--- src/rtl/img_pkg.sv ---
// Shared constants, index sizing and sweep state encoding for the image stream reader.
package img_pkg;

    localparam int unsigned IMG_W      = 390;
    localparam int unsigned IMG_H      = 390;
    localparam int unsigned IMG_PIXELS = IMG_W * IMG_H;
    localparam int unsigned ROWCOL_W   = 9;

    // The index must also hold the one-past-last value reached after the final load.
    function automatic int unsigned idx_width(input int unsigned pixels);
        return (pixels < 1) ? 1 : $clog2(pixels + 1);
    endfunction

    localparam int unsigned IDX_W = idx_width(IMG_PIXELS);

    typedef enum logic [1:0] {
        StIdle,
        StRun,
        StDrain,
        StDone
    } state_e;

endpackage

--- src/rtl/img_rc_counter.sv ---
// Row/column position of the next pixel to load, with end-of-line and end-of-frame flags.
module img_rc_counter #(
    parameter int unsigned IMG_W = 390,
    parameter int unsigned IMG_H = 390
) (
    input  logic       clk_i,
    input  logic       rst_i,
    input  logic       clr_i,
    input  logic       inc_i,
    output logic [8:0] row_o,
    output logic [8:0] col_o,
    output logic       eol_o,
    output logic       eof_o
);
    import img_pkg::*;

    localparam logic [ROWCOL_W-1:0] LAST_COL = ROWCOL_W'(IMG_W - 1);
    localparam logic [ROWCOL_W-1:0] LAST_ROW = ROWCOL_W'(IMG_H - 1);

    logic [ROWCOL_W-1:0] row_q, row_d;
    logic [ROWCOL_W-1:0] col_q, col_d;

    assign eol_o = (col_q == LAST_COL);
    assign eof_o = eol_o && (row_q == LAST_ROW);
    assign row_o = row_q;
    assign col_o = col_q;

    // Advance raster position; clear wins, and the last pixel never wraps back to (0,0).
    always_comb begin
        row_d = row_q;
        col_d = col_q;
        if (clr_i) begin
            row_d = '0;
            col_d = '0;
        end else if (inc_i && !eof_o) begin
            if (eol_o) begin
                col_d = '0;
                row_d = row_q + ROWCOL_W'(1);
            end else begin
                col_d = col_q + ROWCOL_W'(1);
            end
        end
    end

    // Position registers with synchronous reset.
    always_ff @(posedge clk_i) begin
        if (rst_i) begin
            row_q <= '0;
            col_q <= '0;
        end else begin
            row_q <= row_d;
            col_q <= col_d;
        end
    end

endmodule

--- src/rtl/image_stream_reader.sv ---
// Raster-order reader of the image byte memory, presenting pixels on a valid/ready stream
// with row/column/eol/eof sideband. Never writes the memory.
module image_stream_reader #(
    parameter int unsigned          IMG_W     = img_pkg::IMG_W,
    parameter int unsigned          IMG_H     = img_pkg::IMG_H,
    parameter int unsigned          ADDR_W    = 32,
    parameter logic [ADDR_W-1:0]    BASE_ADDR = '0
) (
    input  logic              CLK,
    input  logic              RST,
    input  logic              start,
    input  logic              abort,
    output logic              busy,
    output logic              done,
    output logic [ADDR_W-1:0] mem_addr,
    output logic              mem_we,
    output logic [7:0]        mem_wd,
    input  logic [31:0]       mem_rd,
    output logic [7:0]        pix_data,
    output logic              pix_valid,
    input  logic              pix_ready,
    output logic [8:0]        pix_row,
    output logic [8:0]        pix_col,
    output logic              pix_eol,
    output logic              pix_eof
);
    import img_pkg::*;

    localparam int unsigned      PIXELS   = IMG_W * IMG_H;
    localparam int unsigned      PIX_IDX_W = idx_width(PIXELS);
    localparam logic [PIX_IDX_W-1:0] LAST_IDX = PIX_IDX_W'(PIXELS - 1);

    state_e               state_q, state_d;
    logic [PIX_IDX_W-1:0] idx_q, idx_d;
    logic [7:0]           pix_data_q, pix_data_d;
    logic                 pix_valid_q, pix_valid_d;
    logic [8:0]           pix_row_q, pix_row_d;
    logic [8:0]           pix_col_q, pix_col_d;
    logic                 pix_eol_q, pix_eol_d;
    logic                 pix_eof_q, pix_eof_d;

    logic       load;
    logic       handshake;
    logic       rc_clr;
    logic [8:0] rc_row;
    logic [8:0] rc_col;
    logic       rc_eol;
    logic       rc_eof;
    logic       unused_rd;

    // Output slot is free when empty or being drained this cycle.
    assign load      = (state_q == StRun) && (!pix_valid_q || pix_ready);
    assign handshake = pix_valid_q && pix_ready;

    assign busy      = (state_q == StRun) || (state_q == StDrain);
    assign done      = (state_q == StDone);
    assign mem_addr  = BASE_ADDR + ADDR_W'(idx_q);
    assign mem_we    = 1'b0;
    assign mem_wd    = '0;
    assign unused_rd = ^mem_rd[31:8];

    assign pix_data  = pix_data_q;
    assign pix_valid = pix_valid_q;
    assign pix_row   = pix_row_q;
    assign pix_col   = pix_col_q;
    assign pix_eol   = pix_eol_q;
    assign pix_eof   = pix_eof_q;

    img_rc_counter #(
        .IMG_W (IMG_W),
        .IMG_H (IMG_H)
    ) u_rc_counter (
        .clk_i (CLK),
        .rst_i (RST),
        .clr_i (rc_clr),
        .inc_i (load),
        .row_o (rc_row),
        .col_o (rc_col),
        .eol_o (rc_eol),
        .eof_o (rc_eof)
    );

    // Sweep FSM plus output-slot update; abort overrides everything outside IDLE.
    always_comb begin
        state_d     = state_q;
        idx_d       = idx_q;
        pix_data_d  = pix_data_q;
        pix_valid_d = pix_valid_q;
        pix_row_d   = pix_row_q;
        pix_col_d   = pix_col_q;
        pix_eol_d   = pix_eol_q;
        pix_eof_d   = pix_eof_q;
        rc_clr      = 1'b0;

        if (load) begin
            pix_data_d  = mem_rd[7:0];
            pix_valid_d = 1'b1;
            pix_row_d   = rc_row;
            pix_col_d   = rc_col;
            pix_eol_d   = rc_eol;
            pix_eof_d   = rc_eof;
            idx_d       = idx_q + PIX_IDX_W'(1);
        end else if (handshake) begin
            pix_valid_d = 1'b0;
        end

        unique case (state_q)
            StIdle: begin
                if (start && !abort) begin
                    state_d = StRun;
                    idx_d   = '0;
                    rc_clr  = 1'b1;
                end
            end
            StRun: begin
                if (load && (idx_q == LAST_IDX)) begin
                    state_d = StDrain;
                end
            end
            StDrain: begin
                if (handshake && pix_eof_q) begin
                    state_d = StDone;
                end
            end
            StDone: begin
                state_d = StIdle;
            end
            default: begin
                state_d = StIdle;
            end
        endcase

        if (abort && (state_q != StIdle)) begin
            state_d     = StIdle;
            pix_valid_d = 1'b0;
            idx_d       = '0;
            rc_clr      = 1'b1;
        end
    end

    // State, index and output-slot registers with synchronous reset.
    always_ff @(posedge CLK) begin
        if (RST) begin
            state_q     <= StIdle;
            idx_q       <= '0;
            pix_data_q  <= '0;
            pix_valid_q <= 1'b0;
            pix_row_q   <= '0;
            pix_col_q   <= '0;
            pix_eol_q   <= 1'b0;
            pix_eof_q   <= 1'b0;
        end else begin
            state_q     <= state_d;
            idx_q       <= idx_d;
            pix_data_q  <= pix_data_d;
            pix_valid_q <= pix_valid_d;
            pix_row_q   <= pix_row_d;
            pix_col_q   <= pix_col_d;
            pix_eol_q   <= pix_eol_d;
            pix_eof_q   <= pix_eof_d;
        end
    end

endmodule

--- config.mk ---
export PLATFORM = sky130hd
export DESIGN_NAME = image_stream_reader
export DESIGN_NICKNAME = d
export VERILOG_FILES = /design/src/rtl/img_pkg.sv /design/src/rtl/img_rc_counter.sv /design/src/rtl/image_stream_reader.sv
export SDC_FILE = /design/constraint.sdc
export NUM_CORES = 1
export LEC_CHECK = 0
export CELL_PAD_IN_SITES_DETAIL_PLACEMENT = 0
export CELL_PAD_IN_SITES_GLOBAL_PLACEMENT = 2
export CORE_MARGIN = 3
export CORE_UTILIZATION = 25
export CTS_CLUSTER_SIZE = 24
export DETAILED_ROUTE_END_ITERATION = 10
export GPL_ROUTABILITY_DRIVEN = 0
export PLACE_DENSITY_LB_ADDON = 0.1
export SKIP_LAST_GASP = 1
export SYNTH_ARGS = -nofsm -noshare
export SYNTH_HDL_FRONTEND = slang
export SYNTH_SLANG_ARGS = --single-unit
--- constraint.sdc ---
create_clock -name CLK -period 2.29 [get_ports CLK]
set_input_delay 0.3435 -clock CLK [delete_from_list [all_inputs] [get_ports CLK]]
set_output_delay 0.3435 -clock CLK [all_outputs]
set_load 0.05 [all_outputs]
# After elaboration in Yosys (flattened, before gate mapping)
# Index checks and enable logic that the tools add are counted.
word_totals:
  reg_bits: 67
  in_bits: 37
  output_inout_bits: 72
  wordCells: 55
classes:
  n_addsub: 3
  eq_ne: 9
  n_mux: 13
  reduce_logical: 20
op_table:
  columns: ["op", "count"]
  rows:
  - ["$mux 18", 3]
  - ["$add 18x1->18 const B", 1]
  - ["$add 9x1->9 const B", 2]
  - ["$eq 18x18->1 const B", 1]
  - ["$eq 9x9->1 const B", 2]
  - ["$mux 9", 1]
  - ["$logic_and 1x1->1", 8]
  - ["$pmux 2 s4", 1]
  - ["$mux 2", 3]
  - ["$mux 1", 5]
  - ["$eq 2x2->1 const B", 2]
  - ["$ne 2x1->1 const B", 2]
  - ["$reduce_bool 2->1", 2]
  - ["$reduce_or 2->1", 2]
  - ["$logic_not 1->1", 3]
  - ["$reduce_and 3->1", 1]
  - ["$eq 2x1->1 const B", 1]
  - ["$logic_not 2->1", 1]
  - ["$logic_or 1x1->1", 2]
  - ["$ne 2x2->1 const B", 1]
  - ["$reduce_and 2->1", 1]

# Longest topological paths before layout
depth:
  depth_word: 6
  ltp_mapped: 7
  depth_no_buf: 6

# Cells and area by module
# A second synthesis with hierarchy kept.
unflattened:
  cells_unflattened: 388
  area_unflattened_um2: 3278.1
modules_own_cells:
  columns: ["module", "n_inst", "cells_each", "area_per_inst_um2", "seq_area_each_um2"]
  rows:
  - ["image_stream_reader", 1, 276, 2265.9, 980.9]
  - ["img_rc_counter", 1, 112, 1012.2, 360.3]

# Least setup slack after synthesis
# No wires, ideal clock.
synth_timing:
  path_kind: "register to register"
  start: "register idx_q[12]"
  end: "register state_q[0]"
  setup_ps: 122
  arrival_ps: 1999
  required_time_ps: 2168
  setup_slack_ps: 169
  path_stages_with_launch: 5
  n_path_buf: 0
  synth_period_minus_slack_ps: 2121
  path_cell_list: "dfxtp_1 or4b_2 o41ai_1 nand3_1 o311a_1"
synth_via:
  elab_chain_len: 4
synth_lines:
  columns: ["element", "line", "rtl"]
  rows:
  - ["start: declaration", "image_stream_reader.sv:34", "logic [PIX_IDX_W-1:0] idx_q, idx_d;"]
  - ["start signal: assignment", "image_stream_reader.sv:154", "idx_q <= idx_d;"]
  - ["$eq 18x18->1", "image_stream_reader.sv:116", "if (load && (idx_q == LAST_IDX)) begin"]
  - ["$logic_and 1x1->1", "image_stream_reader.sv:116", null]
  - ["$ne 2x1->1 (no line)", null, null]
  - ["$reduce_and 3->1 (no line)", null, null]
  - ["end signal: assignment", "image_stream_reader.sv:144", "state_q <= StIdle;"]
  - ["end signal: assignment", "image_stream_reader.sv:153", "state_q <= state_d;"]
  - ["end: declaration", "image_stream_reader.sv:33", "state_e state_q, state_d;"]
# Every way passes these cells.
# A chain may end at the register's enable or synchronous reset.

# Worst setup path after layout
layout_timing:
  start: "register u_rc_counter.col_q[3] (netlist: u_rc_counter.col_o[3])"
  end: "register u_rc_counter.row_q[7] (netlist: u_rc_counter.row_o[7])"
layout_via:
  elab_chain_len: 5
layout_lines:
  columns: ["element", "line", "rtl"]
  rows:
  - ["start: declaration", "img_rc_counter.sv:21", "logic [ROWCOL_W-1:0] col_q, col_d;"]
  - ["start signal: assignment", "img_rc_counter.sv:52", "col_q <= col_d;"]
  - ["$eq 9x9->1 (*)", "img_rc_counter.sv:23", "assign eol_o = (col_q == LAST_COL);"]
  - ["$logic_and 1x1->1", "img_rc_counter.sv:24", "assign eof_o = eol_o && (row_q == LAST_ROW);"]
  - ["$logic_not 1->1", "img_rc_counter.sv:35", "end else if (inc_i && !eof_o) begin"]
  - ["$logic_and 1x1->1", "img_rc_counter.sv:35", null]
  - ["$reduce_and 2->1 (no line) (*)", null, null]
  - ["end signal: assignment", "img_rc_counter.sv:51", "row_q <= row_d;"]
  - ["end: declaration", "img_rc_counter.sv:20", "logic [ROWCOL_W-1:0] row_q, row_d;"]
# Every way passes the cells marked *; elsewhere a longest branch is shown, timed or not.

==> impl_metrics.tcl <==
set metrics [dict create \
    drt_drc_violations_left 0 \
    critPathLaunchType "register" \
    synth_area_per_cell_um2 8.30 \
    final.period_utilization_pct 93.7 \
    critical-path-top-delay-family "simple AND/OR/NAND/NOR gates" \
    async_reset_ff_share_pct 0 \
    drt_iter0_markers 124 \
    highest_ir_drop_seen_on_vdd_v 0.000407 \
    cell_area_power_density_nw_per_um2 867 \
    worst_ep_required_time_ns 2.56 \
    post_layout_minimum_cycle_time_ns 2.15 \
    min_delay_worst_type "reg -> reg" \
    clkLatencyLatePin_ns 0.33 \
    synth_top_flop_cell "sky130_fd_sc_hd__dfxtp_1" \
    post_cts_resized 0 \
    cts_tree "built" \
    grt_max_degree 26 \
    clk_pin_slew_ns 0.06 \
    rows 40 \
    crit_path_cell_trace "or4b_4 -> or4_4 -> or4_1 -> a21oi_1" \
    fmax_mhz 466 \
    rr_endpoint "u_rc_counter.row_o[7]" \
    detail_routed_net_length_per_standard_cell_um 14.0 \
    crit_path_top_delay_cell "sky130_fd_sc_hd__or4b_4" \
    whs_endpoint "pix_row[5]" \
    coreArea_um2 12200 \
    grt_first_pass_wirelength_mm 14.8 \
    clock_sinks 67 \
    final_core_util_pct 35.9 \
    setup.reg_to_reg.worst_slack_ns 0.14 \
    track_usage_pct 13.0 \
    io_pins 109 \
    number_of_instances_in_the_synthesized_netlist 384 \
    final-max-slew-violation-count 0 \
    total_inserted_antenna_cells 0 \
    synth_seq_cells 67 \
    mappedNetlistArea_um2 3190 \
    worst_hold_path.num_cells 2 \
    area_growth_syn_to_layout_pct 37.5 \
    drive_above_1_share_pct 10.5 \
    post_synth_edffs 0 \
    path_class "reg -> reg" \
    design.final.nets 509 \
    unrepaired_setup_endpoints_after_global_routing "no" \
    die_h_um 119 \
    post-cts-setup-buffer-count 0 \
    floorplan.initialDensity_pct 26.1 \
    worst_setup_ep_type "register" \
    hp-start "pix_row[5]" \
    grt_pass1_vias 2881 \
    full_die_area_um2 14100 \
    die-width_um 119 \
    cts.path.max_buffers 2 \
    cts_max_level 3 \
    maxSlewHeadroom_pct 65.5 \
    ys_types 46 \
    antenna_found_initial 0 \
    ctsRootBufferMaster "sky130_fd_sc_hd__clkbuf_16" \
    status "completed" \
    r2r_worst_path_depth 4 \
    cp_num_buf_inv 0 \
    drt_first_pass_iters 4 \
    sum_of_overflow_across_all_layers_after_global_routing 0 \
    antenna_violating_nets_post_route 0 \
    port-buffer-count 61 \
    hold_viol_final 0 \
    timing.rr.start "u_rc_counter.col_o[3]" \
    count_of_hold_fix_buffers_inserted_at_cts 0 \
    worst_slew_pin_slew_ns 0.516 \
    seq_area_frac_synth_pct 42.1 \
    viasPerCell 4.69 \
    slowest_delay_ns 0.57 \
    yosysWarnings 0 \
    cap_viol_max_count 0 \
    num_vias 2980 \
    place_hpwl_mm 6.41 \
    worst_endpoint_data_arrival_time_ns 2.41 \
    clock-skew-final_ns 0.00632 \
    cts_buf_count 9 \
    timing.setup.tns_ns 0 \
    timing.critical_path.fanout_max 9 \
    leakage_nw 1.46 \
    wirelength_mm 8.90 \
    report.final.setup_viol 0 \
]
## power breakdown
| part | leakage, nW | internal [mW] | switching [mW] |
|---|---|---|---|
| Clock | 0.166 | 1.04 | 0.509 |
| Sequential | 0.541 | 1.22 | 0.0364 |
| Combinational | 0.749 | 0.300 | 0.686 |
| Total | 1.46 | 2.57 | 1.23 |
## cell usage after synthesis (all sizes together) (8+ instances only)
library cell	number	area, um^2
o31ai	17	128
a21oi	54	270
or4	15	116
buf	26	185
or3	8	50.1
clkbuf	15	56.3
o21ai	10	50.0
nand3	14	70.1
ha	9	113
inv	11	41.3
nand2	66	248
nor2	11	41.3
dfxtp	67	1340
## per-layer routing
metal	track usage, %	vias to the layer above	routed length (um)
li1	-	1497	-
met1	17.8	1409	4500
met2	19.1	64	3920
met5	0	-	0
met4	5.87	0	155
met3	3.09	10	330
## worst max path at each step
stage                           from  cells after the start  slack (ns)                     to
2_1_floorplan              idx_q[12]                      4        0.17             state_q[0]
3_3_place_gp               pix_ready                      7       0.008  u_rc_counter.col_o[8]
3_5_place_dp               pix_ready                      5        0.04  u_rc_counter.row_o[7]
4_1_cts        u_rc_counter.col_o[3]                      4        0.16  u_rc_counter.row_o[7]
5_1_grt        u_rc_counter.col_o[4]                      6        0.06  u_rc_counter.col_o[2]
6_report       u_rc_counter.col_o[3]                      4        0.14  u_rc_counter.row_o[7]
## cell families (layout without fill, tap and decap cells)
kind of cell	count (synthesis)	count (layout)	synth area share, %
fa+ha+maj	9	9	3.54
xor+xnor	9	9	2.47
simple gates	153	153	25.6
other cells	1	23	0.118
flops	67	67	42.1
buf+inv	52	114	8.88
compound gates	93	93	17.3
## flip-flops by register name (all words and copies together) (netlist names)
register            count
pix_row                 9
u_rc_counter.col_o      9
pix_eof                 1
pix_eol                 1
state_q                 2
pix_data                8
idx_q                  18
pix_col                 9
u_rc_counter.row_o      9
pix_valid               1
## cells in the final DEF, fill, tap and decap left out, types with 8 or more instances in the layout
master	n
sky130_fd_sc_hd__inv_1	11
sky130_fd_sc_hd__nor2_1	10
sky130_fd_sc_hd__or4_1	14
sky130_fd_sc_hd__nand2_1	66
sky130_fd_sc_hd__clkbuf_16	9
sky130_fd_sc_hd__ha_1	9
sky130_fd_sc_hd__nand3_1	14
sky130_fd_sc_hd__buf_4	27
sky130_fd_sc_hd__o21ai_0	9
sky130_fd_sc_hd__clkdlybuf4s50_1	60
sky130_fd_sc_hd__dfxtp_1	67
sky130_fd_sc_hd__o31ai_1	17
sky130_fd_sc_hd__or3_1	8
sky130_fd_sc_hd__a21oi_1	54
sky130_fd_sc_hd__conb_1	23
## metrics by stage
stage	setup WS, ns	power (mW)	instances	hold slack, ns	instance area [um^2]
floorplan	0.169	1.96	406	0.453	3270
global placement	0.00849	2.28	620	0.443	4040
detailed placement	0.0380	2.28	620	0.448	4040
CTS	0.163	3.87	636	0.456	4380
global route	0.0583	4.00	636	0.470	4380
finish	0.145	3.80	636	0.451	4380
## cell type report
class,count,area [um^2]
tap,168,210
inverter,11,41.3
timing repair buffer,87,803
multi-input combinational,287,1650
fill,1315,7830
sequential,67,1340
clock buffer,13,270
clock inverter,3,68.8
## worst reg2reg max path, delay by kind of cell (launching register included)
kind               cells  cell delay (ns)
and+or+nand+nor        3             1.60
DFF                    1             0.35
AOI/OAI and AO/OA      1             0.14
Power figures use the tool's default switching activity.
